==> src/rtl/silife_matrix.sv <==
// 8x8 Conway Game-of-Life matrix with row write (OR-set) and row readback.
// Define SILIFE_WRAP_EN for toroidal neighbour lookup; default is a bounded plane.
module silife_matrix (
  input  logic       clk,
  input  logic       reset,
  input  logic       enable,
  input  logic [2:0] row_select,
  input  logic [7:0] set_cells,
  output logic [7:0] cells
);

  logic [7:0][7:0] cell_q;
  logic [7:0][7:0] cell_d;
  logic [3:0]      cnt;

  // Returns the state of the cell at (r, c), where r and c may be -1 or 8.
  function automatic logic cell_at(input logic [7:0][7:0] m, input int r, input int c);
    logic [2:0] rr;
    logic [2:0] cc;
    rr = 3'(r);
    cc = 3'(c);
`ifdef SILIFE_WRAP_EN
    // Truncating to 3 bits maps -1 to 7 and 8 to 0, which is exactly the torus.
    return m[rr][cc];
`else
    if (r < 0 || r > 7 || c < 0 || c > 7) return 1'b0;
    return m[rr][cc];
`endif
  endfunction

  always_comb begin
    cell_d = cell_q;
    cnt    = '0;
    if (set_cells != 8'h00) begin
      // A write wins over a generation step on the same edge.
      cell_d[row_select] = cell_q[row_select] | set_cells;
    end else if (enable) begin
      for (int r = 0; r < 8; r++) begin
        for (int c = 0; c < 8; c++) begin
          cnt = '0;
          for (int dr = -1; dr <= 1; dr++) begin
            for (int dc = -1; dc <= 1; dc++) begin
              if (dr != 0 || dc != 0)
                cnt = cnt + {3'b000, cell_at(cell_q, r + dr, c + dc)};
            end
          end
          if (cell_q[r][c])
            cell_d[r][c] = (cnt == 4'd2) || (cnt == 4'd3);
          else
            cell_d[r][c] = (cnt == 4'd3);
        end
      end
    end
  end

  always_ff @(posedge clk or posedge reset) begin
    if (reset) cell_q <= '0;
    else       cell_q <= cell_d;
  end

  assign cells = cell_q[row_select];

endmodule

==> config.mk <==
export PLATFORM = sky130hd
export DESIGN_NAME = silife_matrix
export DESIGN_NICKNAME = d
export VERILOG_FILES = /design/src/rtl/silife_matrix.sv
export SDC_FILE = /design/constraint.sdc
export NUM_CORES = 1
export LEC_CHECK = 0
export ABC_AREA = 1
export CAP_MARGIN = 20
export CORE_UTILIZATION = 55
export CTS_CLUSTER_DIAMETER = 50
export DETAILED_ROUTE_END_ITERATION = 7
export HOLD_SLACK_MARGIN = 0.05
export PLACE_DENSITY = 0.72
export SETUP_SLACK_MARGIN = 0.05
export SYNTH_ARGS = -nofsm -noshare
export SYNTH_HDL_FRONTEND = slang
export SYNTH_SLANG_ARGS = --single-unit
==> constraint.sdc <==
create_clock -name clk -period 3.94 [get_ports clk]
set_input_delay 1.182 -clock clk [delete_from_list [all_inputs] [get_ports clk]]
set_output_delay 1.182 -clock clk [all_outputs]
set_load 0.02 [all_outputs]
==> results of run 1 <==
==> kinds of logic after synthesis <==
family | count (synthesis)
AO/OA/AOI/OAI | 170
AND/OR/NAND/NOR | 1677
adder cells (fa/ha/maj) | 705
flip-flops | 64
XOR/XNOR | 32
buffers and inverters | 456
==> cell usage in the layout, fill, tap and decap left out, types with 12 or more instances in the layout <==
cell,instances
a21oi_1,43
nand3_1,428
dfrtp_1,52
o21ai_0,69
fa_1,124
inv_1,432
nand2_1,927
xor2_1,13
xnor2_1,19
dfrtp_2,12
o211ai_1,15
buf_4,110
nand3b_1,68
nor2_1,227
ha_1,580
==> area by class of cell <==
type | count | area (um2) | area share (%)
Multi-Input combinational cell | 2584 | 18240 | 77.44
Clock inverter | 5 | 55.05 | 0.2338
Tap cell | 518 | 648.1 | 2.752
Antenna cell | 2 | 5.005 | 0.02125
Sequential cell | 64 | 1617 | 6.865
Clock buffer | 11 | 252.7 | 1.073
Timing Repair Buffer | 135 | 1087 | 4.617
Inverter | 439 | 1648 | 6.998
==> worst max-delay path by stage <==
| stage | from | slack (ns) | to |
|---|---|---|---|
| after detailed placement | row_select[0] | -0.43 | cells[6] |
| final | row_select[0] | 0.14 | cells[5] |
| after floorplan | cell_q[46]$_DFFE_PP0P_ | 0.40 | cell_q[54]$_DFFE_PP0P_ |
| after global placement | row_select[0] | -0.45 | cells[6] |
| after global routing | cell_q[5]$_DFFE_PP0P_ | 0.05 | cell_q[13]$_DFFE_PP0P_ |
| after CTS | row_select[1] | -0.0007 | cells[6] |
==> routing by layer <==
metal | part of all wire [%] | up-vias
met2 | 47 | 383
met5 | 0 | -
met4 | 2.4 | 0
met1 | 46 | 9351
met3 | 4.4 | 90
li1 | - | 10410
==> through the flow <==
stage | power, uW | hold WS, ns | cells | utilization, % | setup WS, ns
4_1_cts | 16390 | 0.6717 | 3756 | 60.86 | -0.0007372
6_report | 16330 | 0.6700 | 3758 | 60.93 | 0.1373
2_1_floorplan | 12130 | 0.5736 | 3104 | - | 0.4003
3_5_place_dp | 15420 | 0.6576 | 3740 | 60.04 | -0.4253
3_3_place_gp | 14450 | 0.6542 | 3740 | 60.04 | -0.4547
5_1_grt | 19140 | 0.7063 | 3758 | 60.93 | 0.05185
==> power breakdown <==
group          leakage [uW]  total, uW  internal [uW]  switching [uW]
registers          0.000757       1180            794             383
clock network      0.000148        884            523             361
logic                0.0124      14300           6080            8190
==> what timing repair did <==
action / in CTS / in global routing
pin swaps: 1 / 1
gates resized for setup: 29 / 19
endpoints found under the setup margin: 8 / 26
setup buffers: 0 / 0
==> worst reg2reg max path, cell delays in order, from the launching register on <==
cell and delay (ns):
dfrtp_1 0.58, fa_1 0.49, ha_1 0.24, fa_1 0.47, ha_1 0.33, ha_1 0.31
ha_1 0.32, ha_1 0.28, o21a_1 0.11, nand2_1 0.05, a21oi_1 0.13, nand2_1 0.06
nor2_1 0.09, nand3_1 0.12, nand2_1 0.08
==> results_dict.tcl, run 1 <==
set metrics [dict create \
    grt_max_degree 38 \
    start_util_pct 55.86 \
    drc 0 \
    htreeDepth 3 \
    area_growth_syn_to_layout_pct 9.082 \
    die_h_um 200.1 \
    report.final.slew_viol_count 0 \
    wl_per_cell_um 14.08 \
    ys.flop_type "dfrtp_1" \
    ir_drop_mv 0.4256 \
    routed_wl_um 52900 \
    synth_fa_ha_area_share_pct 45.17 \
    grt_pass1_wl_um 90730 \
    synth.most_common_cell "nand2_1" \
    finalInstanceArea_um2 23550 \
    ff2ff_path_depth 14 \
    grt_pass1_vias 19710 \
    crit_path_end_kind "output port" \
    setup-violations-final 0 \
    yosys.area.top_type_share_pct 33.67 \
    largestRegisters "cell_q: 64 flops" \
    postSynthAreaPerCell_um2 6.955 \
    synthXorXnorAreaFrac_pct 1.298 \
    cpMostUsedCell "nand2_1" \
    grt_use_met3_pct 2.148 \
    period_share_pct 96.51 \
    holdCritStartpoint "cell_q[57]$_DFFE_PP0P_" \
    path_depth 8 \
    num_vias 20240 \
    ys_seq_elements 64 \
    grt_overflow 0 \
    yosys_warnings 0 \
    synth_area_leaders "ha_1 34%, nand2_1 16%, fa_1 11%" \
    core_um2 38650 \
    largest_register "cell_q" \
    syn_nets 3823 \
    synthArstFlopShare_pct 100.0 \
    drt_iter0_drc 1073 \
    rsz0062_at_grt "false" \
    yosysSeqAreaShare_pct 7.419 \
    grt_busiest_layer "met2" \
    dpl.hpwl_um 44040 \
    hold_path_class "flip-flop to flip-flop" \
    dr.pass1.iters 5 \
    synth.area.mux_share_pct 0 \
    maxCapViolations 0 \
    worst-path-buf-inv 3 \
    row_count 72 \
    fin_setup_tns_ns 0 \
    path_class "primary input to output port" \
    ctsLongestPathBuffers 2 \
    start_kind "primary input" \
    tightest_slew_ns 0.7622 \
    clk_latency_ns 0.36 \
    cp.required_ns 2.76 \
    status "finished, final reports clean" \
    grt_usage_pct 27.16 \
    met1_usage_pct 35.32 \
    detail-route-antenna-nets 0 \
    synth_cells 3104 \
    root_buffer "clkbuf_16" \
    cp_max_fo 13 \
    cpLargestDelayFamily "buffers and inverters" \
    antenna_found_initial 3 \
    ioPinCount 22 \
    clock.fmax_ghz 0.2630 \
    cp_cell_sequence "dlygate4sd2_1 > buf_4 > o21ai_0 > nand2_1 > nand2_1 > nand2_1 > nand2_1 > clkdlybuf4s15_1" \
    clock_skew_ns 0.01014 \
    num-fill-cells 3515 \
    rrSetupSlack_ns 0.23 \
    cts_sinks 64 \
    tritoncts "done" \
    ctsHoldBuffers 0 \
    synth_top_family_by_area "adder cells" \
    gp_congestion 0.9071 \
    synth_edf_count 0 \
    fin_crit_ns 3.803 \
    placed_area_um2 23200 \
    largest_register_ffs 64 \
    drive_gt1_share_pct 5.528 \
    dieArea_um2 40050 \
    power_leakage_uw 0.01330 \
    r2r_end "cell_q[52]$_DFFE_PP0P_" \
    final-hold-violation-count 0 \
    syn_area_um2 21590 \
    crit_slowest_cell "clkdlybuf4s15_1" \
    die_x_um 200.1 \
    whs_path_depth 3 \
    cts_made_buffers 9 \
    viasPerCell 5.385 \
    r2r-start "cell_q[44]$_DFFE_PP0P_" \
    numPortBuffers 21 \
    synth_simple_gate_area_share_pct 33.31 \
    arrival_ns 2.62 \
    grtUsageMet2_pct 47.85 \
    power_density_nw_per_um2 693.4 \
    nets 3952 \
    synth_cell_type_count 35 \
    synth_commonest_cells "929 x nand2_1, 581 x ha_1, 433 x inv_1, 429 x nand3_1, 228 x nor2_1" \
    cts.clk_slew.worst_paths_ns 0.06 \
    worstHoldEndpoint "cell_q[57]$_DFFE_PP0P_" \
    synth_compound_area_share_pct 4.602 \
    slew_headroom_pct 49.19 \
    synth_top_cell_by_area "ha_1" \
    cpPeakStageDelay_ns 0.33 \
]
(Power assumes the default switching activity.)
==> run 2, diff against run 1 <==
- CAP_MARGIN: 20 -> default
- GPL_TIMING_DRIVEN: default -> 0
==> run 2 against run 1 <==
  * Register-to-register slack worse by 0.05 ns
  * Clock skew down 0.0041 ns
  * Sequential share of layout area up 0.43 points
  * First-iteration DRC count down 8.2%
  * Non-clock buffer count down 61
  * Critical endpoint is now cells[4]
==> results_dict.tcl, run 2 (same netlist as run 1, synthesis figures left out) <==
set metrics [dict create \
    report.final.slew_viol_count 0 \
    antenna_found_initial 1 \
    row_count 72 \
    grt_pass1_vias 18770 \
    dieArea_um2 40050 \
    cpLargestDelayFamily "buffers and inverters" \
    path_depth 9 \
    viasPerCell 5.393 \
    cts_made_buffers 9 \
    final-hold-violation-count 0 \
    clock.fmax_ghz 0.2616 \
    ctsLongestPathBuffers 2 \
    maxCapViolations 0 \
    clk_latency_ns 0.35 \
    area_growth_syn_to_layout_pct 7.204 \
    fin_crit_ns 3.823 \
    ff2ff_path_depth 13 \
    dp.cells 3642 \
    wl_per_cell_um 14.01 \
    crit_path_end_kind "output port" \
    numPortBuffers 19 \
    root_buffer "clkbuf_16" \
    ioPinCount 22 \
    comb_power_share_pct 85.7 \
    tightest_slew_ns 0.8885 \
    die_x_um 200.1 \
    worst-path-buf-inv 4 \
    detail-route-antenna-nets 0 \
    slew_headroom_pct 40.14 \
    core_um2 38650 \
    cp_max_fo 10 \
    clockPowerShare_pct 4.9 \
    hold_ws_ns 0.7032 \
    htreeDepth 3 \
    cts.clk_slew.worst_paths_ns 0.06 \
    cp.required_ns 2.76 \
    path_class "primary input to output port" \
    hold_path_class "flip-flop to flip-flop" \
    largestRegisters "cell_q: 64 flops" \
    ir_drop_mv 0.3727 \
    netSwitchingPower_uw 8887 \
    layout_commonest_cell "nand2_1" \
    dpl.hpwl_um 40720 \
    tritoncts "done" \
    holdCritStartpoint "cell_q[63]$_DFFE_PP0P_" \
    p_total_uw 16150 \
    cpPeakStageDelay_ns 0.35 \
    r2r-start "cell_q[20]$_DFFE_PP0P_" \
    crit_slowest_cell "dlygate4sd2_1" \
    power_density_nw_per_um2 698.0 \
    final_cells 3695 \
    arrival_ns 2.64 \
    rsz0062_at_grt "false" \
    grt_overflow 0 \
    status "finished, final reports clean" \
    startpoint "row_select[0]" \
    finalInstanceArea_um2 23140 \
    drc 0 \
    start_util_pct 55.86 \
    cpMostUsedCell "nand2_1" \
    drt_iter0_drc 985 \
    gp_congestion 0.9027 \
    power_leakage_uw 0.01297 \
    fin_setup_tns_ns 0 \
    sequentialPowerShare_pct 9.4 \
    internal_power_uw 7268 \
    largest_register "cell_q" \
    period_share_pct 97.03 \
    setup-violations-final 0 \
    cts_sinks 64 \
    start_kind "primary input" \
    grt_max_degree 63 \
    whs_path_depth 2 \
    grt_usage_pct 25.90 \
    largest_register_ffs 64 \
    routed_wl_um 51760 \
    cp_cell_sequence "buf_4 > inv_2 > clkbuf_4 > o21ai_0 > nand2_1 > nand2_1 > nand2_1 > nand2_1 > dlygate4sd2_1" \
    swShare_pct 55.01 \
    drive_gt1_share_pct 4.754 \
    dr.pass1.iters 5 \
    placed_area_um2 22460 \
    die_h_um 200.1 \
    grt_pass1_wl_um 86390 \
    clock_skew_ns 0.006000 \
    nets 3891 \
    num_vias 19930 \
    layout_common_cells "926 x nand2_1, 577 x ha_1, 431 x inv_1" \
]
run 2: cell types whose count changed in the layout (fill, tap and decap cells not counted), moves of 3 or more:
cell / change
dfrtp_1: -27
buf_4: -72
dfrtp_4: +15
ha_1: -3
buf_2: +6
dfrtp_2: +12
buf_6: +4
run 2: routing by layer:
metal / GRT usage (%) / up-vias / wire [um]
met4: 6.538 / 0 / 1208
met1: 33.42 / 9171 / 23370
met3: 3.124 / 78 / 2238
li1: - / 10290 / -
met2: 45.62 / 391 / 24940
met5: 0 / - / 0
run 2: cell type report:
type                       count  area (um2)
antenna                        1       2.502
buffer                        17       132.6
clock buffer                  11       252.7
clock inverter                 4       20.02
fill                        3554       15500
inverter                     439        1650
multi-input combinational   2584       18260
sequential                    64        1688
tap                          518       648.1
timing repair buffer          57       488.0
run 2: power groups by stage:
stage	clock, uW	sequential, uW	combinational, uW
floorplan	0	1250	10900
global placement	0	1560	12600
detailed placement	0	1580	13500
CTS	789	1570	13700
global route	815	1580	16500
finish	785	1520	13800
run 2: final timing paths:
| path | to | slack [ns] |
|---|---|---|
| max | cells[4] | 0.12 |
| min | cell_q[63]$_DFFE_PP0P_ | 0.70 |
| max reg2reg | cell_q[28]$_DFFE_PP0P_ | 0.18 |
| min reg2reg | cell_q[63]$_DFFE_PP0P_ | 0.70 |
| max in group asynchronous | cell_q[3]$_DFFE_PP0P_ | 2.30 |
| min in group asynchronous | cell_q[42]$_DFFE_PP0P_ | 1.06 |
run 2: what timing repair did:
action / 4_1_cts / 5_1_grt
setup endpoints to repair: 34 / 36
pin swaps: 1 / 3
setup buffers: 0 / 37
gates cloned: 0 / 0
hold buffers: 0 / 0
gates resized for setup: 51 / 38
run 2: stage by stage:
stage | setup WS (ns) | util [%]
after floorplan | 0.4003 | -
after global placement | -0.6570 | 58.03
after detailed placement | -0.6465 | 58.11
after CTS | 0.04724 | 58.95
after global routing | 0.004928 | 59.88
final | 0.1169 | 59.88
run 2: tightest hold or removal path, cell delays in order (launching register included):
cell and delay [ns]:
dfrtp_1 0.48, nand2_1 0.10, o211ai_1 0.09
